**src/rtl/wb_commit_unit_if.sv**
```systemverilog
// wb_commit_unit_if
//   Debug-trace channel between the write-back commit stage and a trace sink.
//   master : commit stage; drives the head trace record and trace_valid,
//            samples trace_ready.
//   slave  : trace sink; samples the record and drives trace_ready.
//   Signals: trace_valid / trace_ready handshake, trace_pc (32),
//            trace_wen (4), trace_wnum (5), trace_wdata (32).
interface wb_commit_unit_if;
    logic        trace_valid;
    logic        trace_ready;
    logic [31:0] trace_pc;
    logic [3:0]  trace_wen;
    logic [4:0]  trace_wnum;
    logic [31:0] trace_wdata;

    modport master (
        output trace_valid,
        output trace_pc,
        output trace_wen,
        output trace_wnum,
        output trace_wdata,
        input  trace_ready
    );

    modport slave (
        input  trace_valid,
        input  trace_pc,
        input  trace_wen,
        input  trace_wnum,
        input  trace_wdata,
        output trace_ready
    );
endinterface

```
**src/rtl/wb_commit_unit.sv**
```systemverilog
// wb_commit_unit
//   Write-back commit stage fed by the MEM/WB pipeline register. Aligns load
//   data, selects the register-file write value, owns architectural HI/LO and
//   pushes one trace record per committed instruction into a DEPTH-entry FIFO.
//   A full FIFO blocks commit and raises stall_req for the MEM/WB stage.
// Ports
//   clk, rst           : clock, asynchronous active-high reset
//   wb_valid .. MulDiv_result : MEM/WB slot contents (control and data)
//   rf_we/rf_waddr/rf_wdata   : register-file write port (combinational)
//   hi, lo             : architectural HI/LO registers
//   stall_req          : trace FIFO full, MEM/WB must hold
//   trace              : trace record channel (wb_commit_unit_if.master)
module wb_commit_unit #(
    parameter int unsigned DEPTH = 4
) (
    input  logic        clk,
    input  logic        rst,
    input  logic        wb_valid,
    input  logic        wreg,
    input  logic [4:0]  regdst,
    input  logic [1:0]  result_sel,
    input  logic [3:0]  load_type,
    input  logic        whi,
    input  logic        wlo,
    input  logic        hi_i_sel,
    input  logic        lo_i_sel,
    input  logic        SC_result_sel,
    input  logic [31:0] ALU_result,
    input  logic [31:0] mem_rdata,
    input  logic [31:0] rf_rdata0_fw,
    input  logic [31:0] rf_rdata1_fw,
    input  logic [31:0] PC_plus4,
    input  logic [63:0] MulDiv_result,
    output logic        rf_we,
    output logic [4:0]  rf_waddr,
    output logic [31:0] rf_wdata,
    output logic [31:0] hi,
    output logic [31:0] lo,
    output logic        stall_req,
    wb_commit_unit_if.master trace
);

    localparam int unsigned PW = (DEPTH > 1) ? $clog2(DEPTH) : 1;

    logic [PW-1:0] wr_ptr_q, wr_ptr_d;
    logic [PW-1:0] rd_ptr_q, rd_ptr_d;
    logic [PW:0]   count_q,  count_d;
    logic [31:0]   hi_q, lo_q;

    logic [31:0] pc_mem    [DEPTH];
    logic [3:0]  wen_mem   [DEPTH];
    logic [4:0]  wnum_mem  [DEPTH];
    logic [31:0] wdata_mem [DEPTH];

    logic        full;
    logic        commit;
    logic        push;
    logic        pop;
    logic        not_empty;
    logic [31:0] load_data;
    logic [7:0]  ld_byte;
    logic [15:0] ld_half;

    // Commit is suppressed while rst is high so rf_we stays low under reset.
    assign full      = (count_q == (PW+1)'(DEPTH));
    assign not_empty = (count_q != '0);
    assign commit    = wb_valid & ~full & ~rst;
    assign stall_req = full;
    assign push      = commit;
    assign pop       = not_empty & trace.trace_ready;

    assign rf_we    = commit & wreg & (regdst != 5'd0);
    assign rf_waddr = regdst;

    // Load alignment, little-endian byte lanes selected by ALU_result[1:0].
    always_comb begin
        ld_byte   = '0;
        ld_half   = '0;
        load_data = mem_rdata;
        case (ALU_result[1:0])
            2'd0:    ld_byte = mem_rdata[7:0];
            2'd1:    ld_byte = mem_rdata[15:8];
            2'd2:    ld_byte = mem_rdata[23:16];
            default: ld_byte = mem_rdata[31:24];
        endcase
        ld_half = ALU_result[1] ? mem_rdata[31:16] : mem_rdata[15:0];
        case (load_type)
            4'd1: load_data = {{24{ld_byte[7]}}, ld_byte};
            4'd2: load_data = {24'd0, ld_byte};
            4'd3: load_data = {{16{ld_half[15]}}, ld_half};
            4'd4: load_data = {16'd0, ld_half};
            4'd5: begin
                case (ALU_result[1:0])
                    2'd0:    load_data = {mem_rdata[7:0],  rf_rdata1_fw[23:0]};
                    2'd1:    load_data = {mem_rdata[15:0], rf_rdata1_fw[15:0]};
                    2'd2:    load_data = {mem_rdata[23:0], rf_rdata1_fw[7:0]};
                    default: load_data = mem_rdata;
                endcase
            end
            4'd6: begin
                case (ALU_result[1:0])
                    2'd0:    load_data = mem_rdata;
                    2'd1:    load_data = {rf_rdata1_fw[31:24], mem_rdata[31:8]};
                    2'd2:    load_data = {rf_rdata1_fw[31:16], mem_rdata[31:16]};
                    default: load_data = {rf_rdata1_fw[31:8],  mem_rdata[31:24]};
                endcase
            end
            default: load_data = mem_rdata;
        endcase
    end

    always_comb begin
        rf_wdata = ALU_result;
        case (result_sel)
            2'd0:    rf_wdata = ALU_result;
            2'd1:    rf_wdata = load_data;
            2'd2:    rf_wdata = PC_plus4 + 32'd4;
            default: rf_wdata = {31'd0, SC_result_sel};
        endcase
    end

    always_ff @(posedge clk or posedge rst) begin
        if (rst) begin
            hi_q <= '0;
            lo_q <= '0;
        end else begin
            if (commit & whi) hi_q <= hi_i_sel ? MulDiv_result[63:32] : rf_rdata0_fw;
            if (commit & wlo) lo_q <= lo_i_sel ? MulDiv_result[31:0]  : rf_rdata0_fw;
        end
    end

    assign hi = hi_q;
    assign lo = lo_q;

    // Full is evaluated before the edge, so a pop while full frees the slot
    // only for the following cycle.
    always_comb begin
        wr_ptr_d = wr_ptr_q;
        rd_ptr_d = rd_ptr_q;
        count_d  = count_q;
        if (push) wr_ptr_d = wr_ptr_q + PW'(1);
        if (pop)  rd_ptr_d = rd_ptr_q + PW'(1);
        if (push & ~pop)      count_d = count_q + (PW+1)'(1);
        else if (pop & ~push) count_d = count_q - (PW+1)'(1);
    end

    always_ff @(posedge clk or posedge rst) begin
        if (rst) begin
            wr_ptr_q <= '0;
            rd_ptr_q <= '0;
            count_q  <= '0;
        end else begin
            wr_ptr_q <= wr_ptr_d;
            rd_ptr_q <= rd_ptr_d;
            count_q  <= count_d;
        end
    end

    always_ff @(posedge clk) begin
        if (push) begin
            pc_mem[wr_ptr_q]    <= PC_plus4 - 32'd4;
            wen_mem[wr_ptr_q]   <= rf_we ? 4'hF : 4'h0;
            wnum_mem[wr_ptr_q]  <= regdst;
            wdata_mem[wr_ptr_q] <= rf_wdata;
        end
    end

    // Record fields are forced to zero when empty, which also covers reset.
    assign trace.trace_valid = not_empty;
    assign trace.trace_pc    = not_empty ? pc_mem[rd_ptr_q]    : '0;
    assign trace.trace_wen   = not_empty ? wen_mem[rd_ptr_q]   : '0;
    assign trace.trace_wnum  = not_empty ? wnum_mem[rd_ptr_q]  : '0;
    assign trace.trace_wdata = not_empty ? wdata_mem[rd_ptr_q] : '0;

endmodule

```
**src/flat_wrapper.sv**
```systemverilog
// flat-port wrapper written by rule: the top's interface ports become plain ports
module wb_commit_unit_flat 
#(
    parameter int unsigned DEPTH = 4
)
  (clk, rst, wb_valid, wreg, regdst, result_sel, load_type, whi, wlo, hi_i_sel, lo_i_sel, SC_result_sel, ALU_result, mem_rdata, rf_rdata0_fw, rf_rdata1_fw, PC_plus4, MulDiv_result, rf_we, rf_waddr, rf_wdata, hi, lo, stall_req, trace_trace_valid, trace_trace_pc, trace_trace_wen, trace_trace_wnum, trace_trace_wdata, trace_trace_ready);
  wb_commit_unit_if trace_i ();
  input  logic clk;
  input  logic rst;
  input  logic wb_valid;
  input  logic wreg;
  input  logic [4:0] regdst;
  input  logic [1:0] result_sel;
  input  logic [3:0] load_type;
  input  logic whi;
  input  logic wlo;
  input  logic hi_i_sel;
  input  logic lo_i_sel;
  input  logic SC_result_sel;
  input  logic [31:0] ALU_result;
  input  logic [31:0] mem_rdata;
  input  logic [31:0] rf_rdata0_fw;
  input  logic [31:0] rf_rdata1_fw;
  input  logic [31:0] PC_plus4;
  input  logic [63:0] MulDiv_result;
  output logic rf_we;
  output logic [4:0] rf_waddr;
  output logic [31:0] rf_wdata;
  output logic [31:0] hi;
  output logic [31:0] lo;
  output logic stall_req;
  output wire logic [$bits(trace_i.trace_valid)-1:0] trace_trace_valid;
  output wire logic [$bits(trace_i.trace_pc)-1:0] trace_trace_pc;
  output wire logic [$bits(trace_i.trace_wen)-1:0] trace_trace_wen;
  output wire logic [$bits(trace_i.trace_wnum)-1:0] trace_trace_wnum;
  output wire logic [$bits(trace_i.trace_wdata)-1:0] trace_trace_wdata;
  input wire logic [$bits(trace_i.trace_ready)-1:0] trace_trace_ready;
  assign trace_trace_valid = trace_i.trace_valid;
  assign trace_trace_pc = trace_i.trace_pc;
  assign trace_trace_wen = trace_i.trace_wen;
  assign trace_trace_wnum = trace_i.trace_wnum;
  assign trace_trace_wdata = trace_i.trace_wdata;
  assign trace_i.trace_ready = trace_trace_ready;
  wb_commit_unit #(.DEPTH(DEPTH)) u_core (.clk(clk), .rst(rst), .wb_valid(wb_valid), .wreg(wreg), .regdst(regdst), .result_sel(result_sel), .load_type(load_type), .whi(whi), .wlo(wlo), .hi_i_sel(hi_i_sel), .lo_i_sel(lo_i_sel), .SC_result_sel(SC_result_sel), .ALU_result(ALU_result), .mem_rdata(mem_rdata), .rf_rdata0_fw(rf_rdata0_fw), .rf_rdata1_fw(rf_rdata1_fw), .PC_plus4(PC_plus4), .MulDiv_result(MulDiv_result), .rf_we(rf_we), .rf_waddr(rf_waddr), .rf_wdata(rf_wdata), .hi(hi), .lo(lo), .stall_req(stall_req), .trace(trace_i));
endmodule
```
**config.mk**
```make
export PLATFORM = sky130hd
export DESIGN_NAME = wb_commit_unit_flat
export DESIGN_NICKNAME = d
export VERILOG_FILES = /design/src/rtl/wb_commit_unit_if.sv /design/src/rtl/wb_commit_unit.sv /design/src/flat_wrapper.sv
export SDC_FILE = /design/constraint.sdc
export NUM_CORES = 1
export LEC_CHECK = 0
export ABC_AREA = 1
export ABC_CLOCK_PERIOD_IN_PS = 12000
export CAP_MARGIN = 30
export CORE_ASPECT_RATIO = 1.1
export CORE_MARGIN = 2
export CORE_UTILIZATION = 55
export CTS_CLUSTER_DIAMETER = 120
export DETAILED_ROUTE_END_ITERATION = 7
export MAX_ROUTING_LAYER = met4
export PLACE_DENSITY = 0.9
export SLEW_MARGIN = 5
export SYNTH_ARGS = -nofsm -noshare
export SYNTH_HDL_FRONTEND = slang
export SYNTH_SLANG_ARGS = --single-unit
```
**constraint.sdc**
```tcl
create_clock -name clk -period 12 [get_ports clk]
set_input_delay 1.8 -clock clk [delete_from_list [all_inputs] [get_ports clk]]
set_output_delay 1.8 -clock clk [all_outputs]
set_load 0.05 [all_outputs]
```
==> flow_summary.ini, run 1 <==
[final_layout]
drive_gt1_frac = 0.0534
nets = 2961
area.growth.synth_to_final_pct = 28.6

[place]
place_ws_ns = 4.86
place_congestion = 1.03
dpl.hpwl_um = 49800
portBuffers = 421

[timing]
finalCritPeriodShare = 0.612
worst_slack_ns = 4.65
hold_viol_final = 0
max_clock_freq_mhz = 136
setup_viol = 0
fin_tns_setup_ns = 0
rsz0062_at_grt = false
worst_pin_slew_ns = 1.05
fin_crit_ns = 7.35
relSlewSlack = 0.295
maxSlewViolCount = 0
skew_ns = 0.0168

[logic_synthesis]
synthDistinctLibCells = 40
synth_most_common_cell = nand2_1
ys_ff_latch = 351
synthCells = 2369
yosysSeqAreaShare = 0.530
syn-num-nets = 2622
async_flop_share = 0.202
ys.warnings.count = 0
syn_area_um2 = 19200
synth-edff-count = 280
syn_area_per_cell_um2 = 8.11
yosys-top-cells-area = edfxtp_1, nand2_1, dfrtp_1
synth_top_cell_by_area = edfxtp_1
synth_top_area_share = 0.438
synth_common_cells = nand2_1, nor2_1, o21ai_0, edfxtp_1, inv_1
ys.flop_type = edfxtp_1

[global_route]
gr-usage-all-layers = 0.391
antenna_found_initial = 4
grt_pass1_wl_um = 104000
grt_max_degree = 85
grt_pass1_vias = 17514
grt_overflow = 0

[clock_tree]
htree_levels = 2
hold_buffers = 0
clk_latency_ns = 0.53
cts_setup_buffers = 0
cts_buffers = 35
clkTransAtPathRegs_ns = 0.06
cts_tree = yes
cts_sinks = 351
cts_buffer_depth = 3
root_buffer = clkbuf_16
cts_resized = 0

[floorplan]
dieArea_um2 = 36400
initial_core_util = 0.560
core_area_um2 = 34300
die_y_um = 200
pin_count = 422
fp-row-count = 71
die_x_um = 182

[critical_path]
worst-setup-path-type = in2out
critPathMaxFanout = 49
crit_start = load_type[1]
ff2ff_path_depth = 10
cp-end-kind = output pin
required_ns = 10.20
r2r_start = u_core.count_q[0]$_DFFE_PP0P_
crit_arrival_ns = 5.55
crit_path_start_kind = primary input

[hold_path]
holdPathStages = 2
min_from = u_core.hi[26]$_DFFE_PP0P_
hold_path_class = reg2reg

[pwr]
ir_drop_v = 0.000183
clockPowerShare = 0.192
power.internal_uw = 3000
pwr_density_cell_nw_per_um2 = 229
p_switching_uw = 2660
comb_power_share = 0.515
leakagePower_uw = 0.00979
pwr-share-seq = 0.292
switching_share = 0.469

[route]
routed-via-count = 18850
ant_nets = 0
drt-total-wl_um = 71400
drt-initial-drc-count = 2417
wl_per_cell_um = 22.5
vias_per_cell = 5.94
dr.pass1.iters = 8
drc_errors = 0

[flow_run]
cap_violations = 0

[status]
status = complete, no violations
[state kept, by name (all words and copies together), names as in the netlist]
register,count
u_core.count_q,3
u_core.hi,32
u_core.lo,32
u_core.pc_mem,128
u_core.rd_ptr_q,2
u_core.wdata_mem,128
u_core.wen_mem,4
u_core.wnum_mem,20
u_core.wr_ptr_q,2
[critical path: stages]
cell	delay, ns
clkdlybuf4s50_1	0.59
inv_1	0.12
nand2_2	0.11
nand2_1	0.08
nand2_2	0.70
nand2_1	0.58
inv_1	0.30
nand4_1	0.13
nand2_1	0.15
nand3_1	0.18
clkdlybuf4s50_1	0.77
[final timing paths]
path	endpoint	slack, ns
worst max-delay path	rf_wdata[21]	4.65
worst min-delay path	u_core.hi[26]$_DFFE_PP0P_	0.50
worst max register to register	u_core.count_q[2]$_DFFE_PP0P_	8.82
worst min register to register	u_core.hi[26]$_DFFE_PP0P_	0.50
max in group asynchronous	u_core.hi[2]$_DFFE_PP0P_	9.88
min in group asynchronous	u_core.count_q[2]$_DFFE_PP0P_	1.58
[through the flow]
step | util | power, uW | hold WS (ns) | cells | area [um^2]
final | 0.721 | 5660 | 0.501 | 3176 | 24700
after global routing | 0.720 | 5860 | 0.525 | 3175 | 24700
after CTS | 0.717 | 5640 | 0.502 | 3166 | 24600
after detailed placement | 0.684 | 4550 | 0.488 | 3104 | 23500
after global placement | 0.683 | 4490 | 0.481 | 3103 | 23400
after floorplan | - | 3510 | 0.543 | 2369 | 19200
[layout make-up]
class | instances | area (um^2)
inverter | 171 | 643
antenna | 5 | 12.5
sequential | 351 | 10200
tap | 438 | 548
multi-input combinational | 1703 | 7710
clock buffer | 47 | 986
fill | 2466 | 9580
timing repair buffer | 446 | 4470
clock inverter | 15 | 146
[layer usage]
metal  routed length, um  vias up  track usage
li1                    -     8503            -
met1               26500     8810        0.489
met2               33500     1335        0.629
met3                8060      202       0.0809
met4                3300        0        0.159
met5                   0        -            -
[power by group through the flow]
stage          registers, uW  logic [uW]  clock network [uW]
6_report                1650        2920                1090
5_1_grt                 1670        3050                1130
4_1_cts                 1650        2900                1090
3_5_place_dp            1670        2880                   0
3_3_place_gp            1660        2830                   0
2_1_floorplan           1880        1630                   0
[cell families after synthesis]
family          count (synthesis)  share of synthesized area
compound gates                464                      0.124
xor+xnor                       28                     0.0128
fa+ha+maj                       8                    0.00560
buf+inv                       315                     0.0715
flops                         351                      0.530
mux                             1                   0.000586
simple gates                 1202                      0.256
[cell usage in the layout (no fill, tap or decap), types with 2 or more instances in the layout]
cell type          n
a21oi_1           83
buf_12             3
buf_16             2
buf_2              3
buf_4             19
bufinv_16          2
clkbuf_1           6
clkbuf_16         36
clkbuf_8           4
clkdlybuf4s50_1  418
clkinv_1           5
clkinv_2           5
dfrtp_1           69
diode_2            5
edfxtp_1         280
ha_1               7
inv_1            158
inv_2             11
inv_6              3
nand2_1          563
nand2_2            5
nand2_4            2
nand3_1          138
nand3_2            5
nand4_1           26
nor2_1           420
nor2_2            14
nor2_4             9
nor3_1             4
o211ai_1           9
o21ai_0          346
o21ai_1           16
o21ai_2            2
o21bai_1           5
or2_2             11
xnor2_1            3
xor2_1            25
No activity file was read; power rests on OpenSTA's default activity.
==> run 2: changes to the inputs <==
--- a/config.mk
+++ b/config.mk
@@ -6,15 +6,15 @@
 export NUM_CORES = 1
 export LEC_CHECK = 0
 export ABC_AREA = 1
-export ABC_CLOCK_PERIOD_IN_PS = 12000
+export ABC_CLOCK_PERIOD_IN_PS = 7100
 export CAP_MARGIN = 30
 export CORE_ASPECT_RATIO = 1.1
 export CORE_MARGIN = 2
-export CORE_UTILIZATION = 55
+export CORE_UTILIZATION = 52
 export CTS_CLUSTER_DIAMETER = 120
 export DETAILED_ROUTE_END_ITERATION = 7
 export MAX_ROUTING_LAYER = met4
-export PLACE_DENSITY = 0.9
+export PLACE_DENSITY = 0.86
 export SLEW_MARGIN = 5
 export SYNTH_ARGS = -nofsm -noshare
 export SYNTH_HDL_FRONTEND = slang
==> constraint.sdc (replaced) <==
create_clock -name clk -period 7.1 [get_ports clk]
set_input_delay 1.065 -clock clk [delete_from_list [all_inputs] [get_ports clk]]
set_output_delay 1.065 -clock clk [all_outputs]
set_load 0.05 [all_outputs]
==> run 2 against run 1 <==
Worst setup slack lost 3.3 ns. Global-route usage decreased by 2.5 points. First-iteration DRC count shrank 7.8%. Wire length fell by 1.7%. Combinational power is 71% higher. Largest power group unchanged. Critical path depth decreased by 3. Via count fell by 0.84%.
==> flow_summary.ini, run 2 (same netlist as run 1, synthesis figures left out) <==
[critical_path]
cp_cell_sequence = clkdlybuf4s50_1 > nand2_4 > or2_4 > nand3_2 > nand3_1 > nand2_1 > nand3_1 > clkdlybuf4s50_1
critPathMaxFanout = 23
slowest_stage = clkdlybuf4s50_1
cpPeakStageDelay_ns = 0.86
required_ns = 6.03
crit_arrival_ns = 4.72
worst-setup-path-type = in2out
crit_path_start_kind = primary input
critPathTopFamily = simple AND/OR/NAND/NOR gates
cp-end-kind = output pin
critical_path_buf_inv_count = 2

[timing]
finalCritPeriodShare = 0.814
relSlewSlack = 0.304
fin_tns_setup_ns = 0
fin_crit_ns = 5.78
skew_ns = 0.0257
hold_viol_final = 0
max_clock_freq_mhz = 173
fin_hold_ws_ns = 0.495
setup_viol = 0
rsz0062_at_grt = false
maxSlewViolCount = 0
worst_pin_slew_ns = 1.04

[global_route]
antenna_found_initial = 5
grt_pass1_vias = 17566
grt_overflow = 0
gr-usage-all-layers = 0.366
grt_pass1_wl_um = 104000
grt_max_degree = 85

[pwr]
pwr_density_cell_nw_per_um2 = 392
clockPowerShare = 0.207
comb_power_share = 0.511
power.internal_uw = 5230
switching_share = 0.464
leakagePower_uw = 0.00985
p_switching_uw = 4520
ir_drop_v = 0.000348
pwr-share-seq = 0.282

[route]
routed-via-count = 18692
wl_per_cell_um = 21.7
drt-total-wl_um = 70100
vias_per_cell = 5.78
dr.pass1.iters = 8
ant_nets = 0
drc_errors = 0
drt-initial-drc-count = 2229

[clock_tree]
cts_setup_buffers = 0
cts_sinks = 351
hold_buffers = 0
htree_levels = 2
cts_resized = 0
cts_tree = yes
clkTransAtPathRegs_ns = 0.06
cts_buffer_depth = 3
root_buffer = clkbuf_16
cts_buffers = 38
clk_latency_ns = 0.54

[final_layout]
fillCellCount = 2781
drive_gt1_frac = 0.0562
final_area_um2 = 24900
mostFrequentLayoutCell = nand2_1
area.growth.synth_to_final_pct = 29.6
nets = 2964
final_cell_mix = nand2_1, nor2_1, clkdlybuf4s50_1
biggestRegsByFlops = u_core.pc_mem x128, u_core.wdata_mem x128
final_cells = 3233
utilization = 0.687

[floorplan]
fp-row-count = 73
dieArea_um2 = 38500
die_y_um = 206
initial_core_util = 0.530
pin_count = 422
die_x_um = 187
core_area_um2 = 36300

[place]
dpl.hpwl_um = 49200
portBuffers = 421
dpl-instance-area_um2 = 23600
dp.cells = 3156
place_congestion = 0.978

[hold_path]
hold_path_class = reg2reg

[status]
status = complete, no violations

[flow_run]
cap_violations = 0
[run 2: power groups by stage]
stage	clock, uW	sequential, uW	combinational (uW)
floorplan	0	3170	2760
detailed placement	0	2790	4910
CTS	2030	2750	4940
global placement	0	2770	4810
finish	2020	2750	4980
global route	2100	2780	5200
[run 2: layer usage]
metal  GRT usage  share of wire
met1       0.471           0.38
met2       0.582           0.47
met3      0.0587           0.10
met4       0.152          0.045
met5           -              0
[run 2: final timing paths]
check	cells after the start	endpoint	from	slack, ns
min reg2reg	2	u_core.lo[1]$_DFFE_PP0P_	u_core.lo[1]$_DFFE_PP0P_	0.50
max	8	rf_wdata[29]	ALU_result[0]	1.32
min in group asynchronous	3	u_core.rd_ptr_q[0]$_DFFE_PP0P_	rst	0.87
max in group asynchronous	4	u_core.lo[27]$_DFFE_PP0P_	rst	5.70
max reg2reg	6	u_core.wdata_mem[3][6]$_DFFE_PP_	u_core.count_q[0]$_DFFE_PP0P_	4.07
min	2	u_core.lo[1]$_DFFE_PP0P_	u_core.lo[1]$_DFFE_PP0P_	0.50
[run 2: tightest hold or removal path, stage by stage (launching register included)]
cell	delay (ns)
dfrtp_1	0.33
o21ai_0	0.08
nand2_1	0.05
[run 2: layout make-up]
cell class	instances	area [um^2]	area share
Antenna cell	6	15.0	0.000603
Clock inverter	20	196	0.00789
Tap cell	487	609	0.0245
Timing Repair Buffer	446	4440	0.179
Inverter	171	646	0.0259
Clock buffer	49	1080	0.0436
Multi-Input combinational cell	1703	7710	0.310
Sequential cell	351	10200	0.409
[run 2: through the flow]
| stage | worst slack (ns) | power [uW] |
|---|---|---|
| 5_1_grt | 1.25 | 10100 |
| 3_5_place_dp | 1.48 | 7690 |
| 3_3_place_gp | 1.61 | 7580 |
| 6_report | 1.32 | 9750 |
| 4_1_cts | 1.44 | 9720 |
| 2_1_floorplan | 0.504 | 5930 |
